==> src/rtl/alu32_rr_arbiter.sv <==
// One alu32 shared by NUM_REQ requesters: round-robin grant, one issue per cycle,
// single registered response slot with downstream backpressure.

module alu32 (
  input  logic [31:0] a,
  input  logic [31:0] b,
  input  logic [3:0]  op,
  output logic [31:0] result,
  output logic        zero,
  output logic        cout,
  output logic        err
);
  logic [32:0] add_w;
  logic [32:0] sub_w;

  always_comb begin
    add_w  = {1'b0, a} + {1'b0, b};
    sub_w  = {1'b0, a} + {1'b0, ~b} + 33'd1;
    result = '0;
    cout   = 1'b0;
    err    = 1'b0;
    case (op)
      4'b0000: result = a & b;
      4'b0001: result = a | b;
      4'b0010: begin result = add_w[31:0]; cout = add_w[32]; end
      4'b0110: begin result = sub_w[31:0]; cout = sub_w[32]; end
      // SLT reports the carry of the underlying subtraction
      4'b0111: begin result = {31'd0, $signed(a) < $signed(b)}; cout = sub_w[32]; end
      4'b1100: result = ~(a | b);
      default: err = 1'b1;
    endcase
    zero = (result == 32'd0);
  end
endmodule

// Per-requester grant: this lane wins if it is valid and no valid lane sits
// closer to ptr in the circular scan order.
module alu32_rr_lane #(
  parameter int NUM_REQ = 2,
  parameter int ID_W    = 1,
  parameter int IDX     = 0
) (
  input  logic [NUM_REQ-1:0] valid,
  input  logic [ID_W-1:0]    ptr,
  input  logic               can_issue,
  output logic               grant
);
  int   my_d;
  int   d;
  logic blocked;

  always_comb begin
    my_d    = IDX - int'(ptr);
    if (my_d < 0) my_d = my_d + NUM_REQ;
    d       = 0;
    blocked = 1'b0;
    for (int j = 0; j < NUM_REQ; j++) begin
      d = j - int'(ptr);
      if (d < 0) d = d + NUM_REQ;
      if (valid[j] && (d < my_d)) blocked = 1'b1;
    end
    grant = can_issue && valid[IDX] && !blocked;
  end
endmodule

module alu32_rr_arbiter #(
  parameter int NUM_REQ = 2,
  parameter int ID_W    = 1
) (
  input  logic                      clk,
  input  logic                      rst,
  input  logic [NUM_REQ-1:0]        req_valid,
  output logic [NUM_REQ-1:0]        req_ready,
  input  logic [NUM_REQ-1:0][31:0]  req_a,
  input  logic [NUM_REQ-1:0][31:0]  req_b,
  input  logic [NUM_REQ-1:0][3:0]   req_op,
  output logic                      rsp_valid,
  input  logic                      rsp_ready,
  output logic [ID_W-1:0]           rsp_id,
  output logic [31:0]               rsp_result,
  output logic                      rsp_zero,
  output logic                      rsp_cout,
  output logic                      rsp_err
);
  typedef enum logic {EMPTY = 1'b0, FULL = 1'b1} slot_e;

  typedef struct packed {
    logic [ID_W-1:0] id;
    logic [31:0]     result;
    logic            zero;
    logic            cout;
    logic            err;
  } rsp_t;

  slot_e            state_q, state_d;
  logic [ID_W-1:0]  ptr_q, ptr_d;
  rsp_t             rsp_q, rsp_d;

  logic [NUM_REQ-1:0] grant;
  logic               can_issue;
  logic               any_grant;
  logic [ID_W-1:0]    g_idx;
  logic [31:0]        alu_a, alu_b, alu_res;
  logic [3:0]         alu_op;
  logic               alu_zero, alu_cout, alu_err;

  // Reset blocks grants so nothing handshakes while state is being cleared
  assign can_issue = !rst && ((state_q == EMPTY) || rsp_ready);

  for (genvar i = 0; i < NUM_REQ; i++) begin : g_lane
    alu32_rr_lane #(.NUM_REQ(NUM_REQ), .ID_W(ID_W), .IDX(i)) u_lane (
      .valid     (req_valid),
      .ptr       (ptr_q),
      .can_issue (can_issue),
      .grant     (grant[i])
    );
  end

  assign req_ready = grant;
  assign any_grant = |grant;

  always_comb begin
    g_idx = '0;
    for (int i = 0; i < NUM_REQ; i++)
      if (grant[i]) g_idx = ID_W'(i);
  end

  assign alu_a  = req_a[g_idx];
  assign alu_b  = req_b[g_idx];
  assign alu_op = req_op[g_idx];

  alu32 u_alu (
    .a      (alu_a),
    .b      (alu_b),
    .op     (alu_op),
    .result (alu_res),
    .zero   (alu_zero),
    .cout   (alu_cout),
    .err    (alu_err)
  );

  always_comb begin
    state_d = state_q;
    ptr_d   = ptr_q;
    rsp_d   = rsp_q;
    case (state_q)
      EMPTY: if (any_grant) state_d = FULL;
      FULL:  if (!any_grant && rsp_ready) state_d = EMPTY;
      default: state_d = EMPTY;
    endcase
    if (any_grant) begin
      rsp_d.id     = g_idx;
      rsp_d.result = alu_res;
      rsp_d.zero   = alu_zero;
      rsp_d.cout   = alu_cout;
      rsp_d.err    = alu_err;
      ptr_d        = (int'(g_idx) == NUM_REQ - 1) ? '0 : g_idx + ID_W'(1);
    end
  end

  always_ff @(posedge clk) begin
    if (rst) begin
      state_q <= EMPTY;
      ptr_q   <= '0;
      rsp_q   <= '0;
    end else begin
      state_q <= state_d;
      ptr_q   <= ptr_d;
      rsp_q   <= rsp_d;
    end
  end

  assign rsp_valid  = (state_q == FULL);
  assign rsp_id     = rsp_q.id;
  assign rsp_result = rsp_q.result;
  assign rsp_zero   = rsp_q.zero;
  assign rsp_cout   = rsp_q.cout;
  assign rsp_err    = rsp_q.err;
endmodule

==> config.mk <==
export PLATFORM = sky130hd
export DESIGN_NAME = alu32_rr_arbiter
export DESIGN_NICKNAME = d
export VERILOG_FILES = /design/src/rtl/alu32_rr_arbiter.sv
export SDC_FILE = /design/constraint.sdc
export NUM_CORES = 1
export LEC_CHECK = 0
export CORE_UTILIZATION = 53
export CTS_CLUSTER_DIAMETER = 30
export DETAILED_ROUTE_END_ITERATION = 8
export PLACE_DENSITY = 0.83
export SLEW_MARGIN = 20
export SYNTH_ARGS = -nofsm -noshare
export SYNTH_HDL_FRONTEND = slang
export SYNTH_SLANG_ARGS = --single-unit
==> constraint.sdc <==
create_clock -name clk -period 10 [get_ports clk]
set_clock_uncertainty 0.05 [all_clocks]
set_input_delay 2.5 -clock clk [delete_from_list [all_inputs] [get_ports clk]]
set_output_delay 2.5 -clock clk [all_outputs]
set_load 0.005 [all_outputs]
# Word level (Yosys, flattened, before mapping)
# Cells that the tools add are included.
# op_classes
magnitude_cmp	8
n_reduce_logical	20
mux	20
n_bitwise	5
addsub	8
n_eq_ne	5
# op_table
operator	count
two-way mux 32 bit	6
case mux 32 bit (6 select lines)	1
less-than comparator 32 bit	5
adder 32 x 32 -> 33 bit	2
NOT 32 bit	2
adder 33 x 1 -> 33 bit (second input constant)	1
adder 32 x 3 -> 32 bit (second input constant)	1
bitwise AND 32 bit	1
logical NOT 32 bit	1
less-than comparator 32 x 1 -> 1 bit (second input constant)	1
OR 32 bit	1
logical AND 1 bit	10
two-way mux 1 bit	9
== test 4 x 3 -> 1 bit (second input constant)	2
two-way mux 4 bit	2
OR reduction 6 bit	1
adder 2 x 3 -> 4 bit (second input constant)	1
== test 4 x 1 -> 1 bit (second input constant)	1
== test 4 x 2 -> 1 bit (second input constant)	1
== test 4 bit (second input constant)	1
logical NOT 1 bit	4
logical NOT 4 bit	1
case mux 1 bit (2 select lines)	2
OR reduction 2 bit	2
other kinds (6)	7
# totals
ff_bits	38
input_bits	141
wordCells	73

# Logic depth before layout (Yosys ltp)
# Gate-level depths: netlist of the first run.
# logic_depth
depth_word	17
ltp_mapped	24
ltp_nobuf	19

# Modules after synthesis
# A second synthesis of the first run with hierarchy kept.
# hier_totals
hier_cells	1133
area_unflattened_um2	8291.7
# modules_own_cells
module	n_inst	area_each_um2	cells_each
alu32	1	5880.6	880
alu32_rr_arbiter	1	2382.3	248
alu32_rr_lane at g_lane[1].u_lane	1	16.3	3
alu32_rr_lane at g_lane[0].u_lane	1	12.5	2

# Worst setup path before layout of the first run
# OpenSTA, ideal clock, no wires.
# synth_timing
path_kind	input-to-reg
start	input rsp_ready
end	register rsp_q (netlist bit rsp_zero)
n_path_buf	5
t_arrival_ns	7.615
setup_time_ns	0.088
slack_ns	2.247
stages	21
cell_sequence	nand2b_1 > nand4_1 > buf_6 > buf_6 > clkbuf_1 > buf_1 > buf_1 > mux2i_1 > inv_1 > ha_1 > fa_1 > a211oi_1 > o21ai_0 > xor2_1 > a22oi_1 > nand3_1 > or4_1 > or4_1 > nor4_1 > nand4_1 > o32ai_2
# synth_between
elab_chain_cells	12
# synth_rtl
element	line_no	text
start: declaration	78	input logic rsp_ready,
logical OR 1 bit *	108	assign can_issue = !rst && ((state_q == EMPTY) || rsp_ready);
logical AND 1 bit *	108	
logical AND 1 bit (2 in a row)	62	grant = can_issue && valid[IDX] && !blocked;
two-way mux 1 bit	125	if (grant[i]) g_idx = ID_W'(i);
two-way mux 32 bit (not written as such) (2 in a row)	129	assign alu_b = req_b[g_idx];
NOT 32 bit	18	sub_w = {1'b0, a} + {1'b0, ~b} + 33'd1;
adder 32 x 32 -> 33 bit	18	
adder 33 x 1 -> 33 bit	18	
case mux 32 bit (6 select lines)	22	case (op)
logical NOT 32 bit	32	zero = (result == 32'd0);
end signal: assignment	169	rsp_q <= rsp_d;
end: declaration	97	rsp_t rsp_q, rsp_d;
# Mark *: on every way between the ends. The rest lies on a longest branch, timed or not. The select of a mux whose other input is x is not followed.
# A chain may end at the register's enable or synchronous reset.

# Worst setup path in the final report of the first run
# layout_timing
start	input rst
end	register rsp_q (netlist bit rsp_zero)
# layout_between
elab_chain_cells	12
# layout_rtl
element	line_no	text
start: declaration	71	input logic rst,
logical NOT 1 bit	108	
logical AND 1 bit	108	
logical AND 1 bit (2 in a row)	62	
two-way mux 1 bit	125	
two-way mux 32 bit (not written as such) (2 in a row)	129	
NOT 32 bit	18	
adder 32 x 32 -> 33 bit	18	
adder 33 x 1 -> 33 bit	18	
case mux 32 bit (6 select lines)	22	
logical NOT 32 bit	32	
# Parallel ways exist; a longest one is shown, timed or not. The select of a mux whose other input is x is not followed.

==> summary.md, run 1 <==
| Metric | Value |
|---|---|
| Status | complete, no violations |
| Startpoint Class | input pin |
| Ports | 180 |
| Die H | 126 um |
| Static Leakage | 0.00454 uW |
| PD cells | 100 nW/um^2 |
| First-pass GRT wire length | 47,100 um |
| CP top delay family | compound AO/OA/AOI/OAI gates |
| Critical path capture point type | flip-flop |
| Antenna violations before repair | 0 |
| H-Tree Depth | 2 |
| PnR worst setup slack | 1810 ps |
| Min-delay worst type | reg -> reg |
| Hold Violations, Final | 0 |
| FMAX | 0.122 GHz |
| Arrival time of the worst setup path | 8330 ps |
| Clock Latency Late Sink | 280 ps |
| Fraction of registers with async set/reset | 0% |
| Final period utilization | 81.9% |
| Initial Util | 55.3% |
| Avg Vias per Cell | 6.50 |
| Area of the die | 15,900 um^2 |
| Post-route insts no fill | 1,514 |
| Critical path peak fanout | 91 |
| Vias in the first global route | 8,868 |
| EDFF count, synth | 0 |
| Number of routed nets with antenna violations | 0 |
| Worst Path Buf+Inv | 5 |
| Placed cell count | 1,508 |
| Routed wire per std cell | 19.7 um |
| Vias | 9,834 |
| Crit-path cells | clkdlybuf4s50_1 -> buf_4 -> inv_4 -> nand4_1 -> buf_12 -> mux2i_1 -> inv_1 -> ha_1 -> fa_1 -> a211oi_1 -> o211ai_1 -> a211oi_1 -> xnor2_1 -> a221oi_1 -> o2111ai_1 -> or4_1 -> nor4_1 -> nand4_1 -> o32ai_2 |
| Share of layout cells above drive strength 1 | 3.61% |
| RSZ-0062 raised after global routing | false |
| Minimum clock period | 8190 ps |
| Slew HR | 28.2% |
| Fin nets | 1,574 |
| # diodes | 0 |
| Ys flop type | dfxtp_1 |
| Root Driver | clkbuf_16 |
| Clk slew on worst S/H paths | 50 ps |
| Post-CTS Setup Inserts | 0 |
| Post-Syn Area | 8160 um^2 |
| Total power | 1010 uW |
| CTS sink cnt | 38 |
| Core region area | 14,800 um^2 |
| Total iterations of the first detailed-routing run | 6 |
| # hold bufs at CTS | 0 |
| Unique masters post-synth | 83 |
| Dpl ws | 1640 ps |
| Yosys reg bits | 38 |
| Row count | 44 |
| Final Wtd Congestion | 0.982 |
| Post-DP HPWL | 23,100 um |
| CTS resizes | 0 |
| CP Class | in -> reg |
| Largest net degree at the start of global routing | 92 |
| Worst vdd ir | 0.0654 mV |
| Synth Instances | 1,207 |
| Buffers on Ports | 179 |
| Setup TNS | 0 ps |
| DRT Wirelength | 29,800 um |
| Avg Cell Area, Syn | 6.76 um^2 |
| Critical path's slowest cell | a221oi_1 |
| Tot GR Track Use | 36.7% |
| Crit-path max cell delay | 490 ps |
| Die Width | 126 um |
| Grt ovf | 0 |
| Register area share after synthesis | 9.32% |
| Worst slew pin tran | 1070 ps |
| CP Data Required Time | 10,140 ps |
| Post-Syn Nets | 1,450 |
| MaxCap Viol Count | 0 |
| Warnings, synthesis | 0 |
| CTS tree | yes |
| CTS Buf Count | 5 |
| Layout area overhead | 23.9% |
| Final setup vio count | 0 |
| Clock Path Buffers | 2 |
| DRC | 0 |
| Slew Limit Fails | 0 |
| Violation count after the first detailed-route iteration | 1,416 |
-- synth_stat cells (7+ instances only) --
library cell  number  area (um^2)
nand2_1          207          777
nor2_1           106          398
ha_1             100         1250
inv_1             98          368
a21oi_1           80          400
clkbuf_1          54          203
a211oi_1          47          353
mux2i_1           40          400
dfxtp_1           38          761
o21ai_0           36          180
nor3_1            33          165
xnor2_1           21          184
a21o_1            18          135
a221oi_1          16          140
nand3_1           15         75.1
nor2b_1           15         93.8
o211ai_1          14          105
nand2b_1          13         81.3
nand4_1           12         75.1
o21bai_1          12         90.1
o31ai_1           12         90.1
a31oi_1           11         68.8
a22oi_1           10         75.1
nor4_1            10         62.6
a221o_1            8         80.1
buf_1              8         30.0
o22ai_1            8         50.1
xor2_1             8         70.1
and3_1             7         43.8
mux2_2             7         78.8
nor3b_1            7         52.6
o2111ai_1          7         61.3
o221ai_1           7         61.3
or3_1              7         43.8
-- cell usage in the layout (no fill, tap or decap), types with 15 or more instances in the layout --
| cell type | instances |
|---|---|
| clkdlybuf4s50_1 | 179 |
| nor3_1 | 33 |
| nor2b_1 | 15 |
| nand2_1 | 207 |
| mux2i_1 | 38 |
| a21oi_1 | 80 |
| ha_1 | 100 |
| a221oi_1 | 16 |
| nor2_1 | 106 |
| o21ai_0 | 35 |
| dfxtp_1 | 38 |
| a211oi_1 | 47 |
| a21o_1 | 18 |
| xnor2_1 | 21 |
| nand3_1 | 15 |
| inv_1 | 98 |
-- layout make-up --
type	instances	area [um^2]
clock buffer	6	139
tap	184	230
inverter	103	389
multi-input combinational	997	6740
fill	1313	4640
timing repair buffer	186	1860
sequential	38	761
-- metal layers --
layer	GRT usage [%]	vias to the layer above	share of wire (%)
li1	-	4614	-
met1	52.8	4486	44
met2	55.3	654	42
met3	7.60	80	12
met4	9.28	0	2.4
met5	0	-	0
-- metrics by stage --
stage / hold WS, ps / utilization (%) / instance area (um^2)
finish: 430 / 68.6 / 10100
global route: 449 / 68.6 / 10100
CTS: 430 / 68.6 / 10100
detailed placement: 420 / 67.6 / 9980
global placement: 409 / 67.6 / 9980
floorplan: 402 / - / 8160
-- final timing paths --
kind                  startpoint                     to  slack, ps  cells past startpoint
max                          rst  rsp_zero$_SDFFE_PP0P_       1810                     19
min          rsp_id$_SDFFE_PP0P_    rsp_id$_SDFFE_PP0P_        430                      2
max reg2reg   ptr_q$_SDFFE_PP0P_  rsp_zero$_SDFFE_PP0P_       4430                     18
min reg2reg  rsp_id$_SDFFE_PP0P_    rsp_id$_SDFFE_PP0P_        430                      2
-- cells by family (layout without fill, tap and decap cells) --
logic type      after synthesis  in the layout  synth area share (%)
flops                        38             38                  9.32
simple gates                459            459                  25.4
buf+inv                     172            295                  8.34
mux                          50             50                  6.41
fa+ha+maj                   102            102                  15.8
xor+xnor                     29             29                  3.11
compound gates              357            357                  31.6
-- flip-flops by register name, summed over array words and instances (netlist names) --
name,count
rsp_result,32
rsp_cout,1
ptr_q,1
rsp_err,1
rsp_zero,1
rsp_id,1
rsp_valid,1
-- worst min-delay path, delay by kind of cell, from the launching register on --
kind,cells,cell delay (ps)
AO/OA/AOI/OAI,1,70
flip-flops,1,310
AND/OR/NAND/NOR,1,50
-- report_power, final --
part	leakage [uW]	internal (uW)	switching (uW)
combinational	0.00416	280	408
clock	0.0000688	96.2	54.9
sequential	0.000313	165	6.96
Power figures use the tool's default switching activity.
==> run 2: changes to the inputs <==
--- a/config.mk
+++ b/config.mk
@@ -5,10 +5,10 @@
 export SDC_FILE = /design/constraint.sdc
 export NUM_CORES = 1
 export LEC_CHECK = 0
-export CORE_UTILIZATION = 53
+export CORE_UTILIZATION = 48
 export CTS_CLUSTER_DIAMETER = 30
 export DETAILED_ROUTE_END_ITERATION = 8
-export PLACE_DENSITY = 0.83
+export PLACE_DENSITY = 0.79
 export SLEW_MARGIN = 20
 export SYNTH_ARGS = -nofsm -noshare
 export SYNTH_HDL_FRONTEND = slang
==> constraint.sdc (replaced) <==
create_clock -name clk -period 7.1 [get_ports clk]
set_clock_uncertainty 0.05 [all_clocks]
set_input_delay 1.775 -clock clk [delete_from_list [all_inputs] [get_ports clk]]
set_output_delay 1.775 -clock clk [all_outputs]
set_load 0.005 [all_outputs]
==> summary.md, run 2 (synthesis results as in run 1) <==
| Metric | Value |
|---|---|
| RSZ-0062 raised after global routing | false |
| Area of the die | 17,500 um^2 |
| Root Driver | clkbuf_16 |
| Slew Limit Fails | 0 |
| Antenna violations before repair | 0 |
| Post-DP HPWL | 25,600 um |
| H-Tree Depth | 2 |
| Most frequent cells in the layout | nand2_1, clkdlybuf4s50_1, nor2_1 |
| DP Area | 10,300 um^2 |
| CTS sink cnt | 38 |
| Worst vdd ir | 0.142 mV |
| Final instance area | 10,500 um^2 |
| Logic gate share of total power | 68.9% |
| Largest net degree at the start of global routing | 57 |
| Clock Power Share | 14.9% |
| Startpoint Class | input pin |
| Worst slew pin tran | 1120 ps |
| Static Leakage | 0.00474 uW |
| DRT Wirelength | 31,800 um |
| CTS tree | yes |
| Clock Path Buffers | 2 |
| Final period utilization | 96.1% |
| Grt ovf | 0 |
| Fin nets | 1,615 |
| Arrival time of the worst setup path | 6970 ps |
| Final Wtd Congestion | 0.978 |
| MaxCap Viol Count | 0 |
| Number of routed nets with antenna violations | 0 |
| First-pass GRT wire length | 50,400 um |
| Clock Latency Late Sink | 280 ps |
| Minimum clock period | 6830 ps |
| PnR worst setup slack | 274 ps |
| Dpl ws | -30.1 ps |
| Violation count after the first detailed-route iteration | 930 |
| CTS Buf Count | 5 |
| Buffers on Ports | 179 |
| Vias | 9,938 |
| FMAX | 0.146 GHz |
| Switching power | 692 uW |
| Most common cell after layout, fill and taps aside | nand2_1 |
| Sequential power share | 16.2% |
| Min-delay worst type | reg -> reg |
| Hold Violations, Final | 0 |
| Total iterations of the first detailed-routing run | 6 |
| Critical path peak fanout | 8 |
| # hold bufs at CTS | 0 |
| Core region area | 16,600 um^2 |
| Row count | 47 |
| Die Width | 132 um |
| Vias in the first global route | 9,328 |
| Final setup vio count | 0 |
| Initial Util | 49.2% |
| Share of layout cells above drive strength 1 | 6.70% |
| Critical path capture point type | flip-flop |
| Slew HR | 25.1% |
| Status | complete, no violations |
| CP Data Required Time | 7250 ps |
| PD cells | 142 nW/um^2 |
| Tot GR Track Use | 35.9% |
| Avg Vias per Cell | 6.24 |
| CP Class | in -> reg |
| Ports | 180 |
| Hold Slack | 405 ps |
| Clk slew on worst S/H paths | 60 ps |
| Routed wire per std cell | 19.9 um |
| Layout area overhead | 28.4% |
| DRC | 0 |
| # diodes | 0 |
| Switch share | 46.4% |
| Final Util | 63.2% |
| Die H | 132 um |
| P_int | 800 uW |
| Largest register FFs | 32 |
## run 2: changes by cell type in the layout (fill, tap and decap cells not counted), sizes merged
cell,change
buf,+41
clkinv,+1
clkinvlp,+1
## run 2: through the flow
step	instances	power [uW]	setup TNS, ps
after CTS	1592	1470	0
after global placement	1584	1240	0
after detailed placement	1584	1240	-30.1
final	1593	1490	0
after global routing	1593	1590	0
after floorplan	1207	870	0
## run 2: routing by layer
metal	global-route usage, %	part of all wire (%)	vias up
met5	0	0	-
met4	10.3	2.9	0
met1	50.3	44	4555
met3	6.32	10	86
li1	-	-	4694
met2	55.8	43	603
## run 2: area by class of cell
cell class	instances	area (um^2)
Clock inverter	2	12.5
Fill cell	1611	6100
Clock buffer	6	139
Inverter	103	389
Multi-Input combinational cell	997	6740
Sequential cell	38	761
Tap cell	220	275
Timing Repair Buffer	227	2160
## run 2: critical path, cell delays in order
cell,delay (ps)
clkdlybuf4s50_1,540
nand2b_1,100
nand4_1,100
buf_4,160
buf_4,190
buf_4,180
nand2_1,60
nand2_1,80
inv_1,60
ha_1,290
buf_4,170
inv_2,40
a221oi_1,420
nand2_1,240
a211oi_1,290
xnor2_1,130
a221oi_1,640
nand4_1,170
or4_1,560
nor4_1,330
nand4_1,170
o32ai_2,270
## run 2: power groups by stage
stage	clock [uW]	sequential (uW)	combinational, uW
finish	223	242	1030
global route	236	244	1110
CTS	227	242	998
detailed placement	0	246	993
global placement	0	245	993
floorplan	0	247	623
## run 2: repair_timing
item,4_1_cts,5_1_grt
hold endpoints to repair,0,0
setup endpoints to repair,0,1
setup buffers,0,1
gates resized for setup,0,1
## run 2: final timing paths
kind,startpoint,endpoint,slack (ps),cells past startpoint
max,req_valid[0],rsp_zero$_SDFFE_PP0P_,270,22
min,rsp_result[16]$_SDFFE_PP0P_,rsp_result[16]$_SDFFE_PP0P_,410,2
max reg2reg,ptr_q$_SDFFE_PP0P_,rsp_zero$_SDFFE_PP0P_,1900,21
min reg2reg,rsp_result[16]$_SDFFE_PP0P_,rsp_result[16]$_SDFFE_PP0P_,410,2
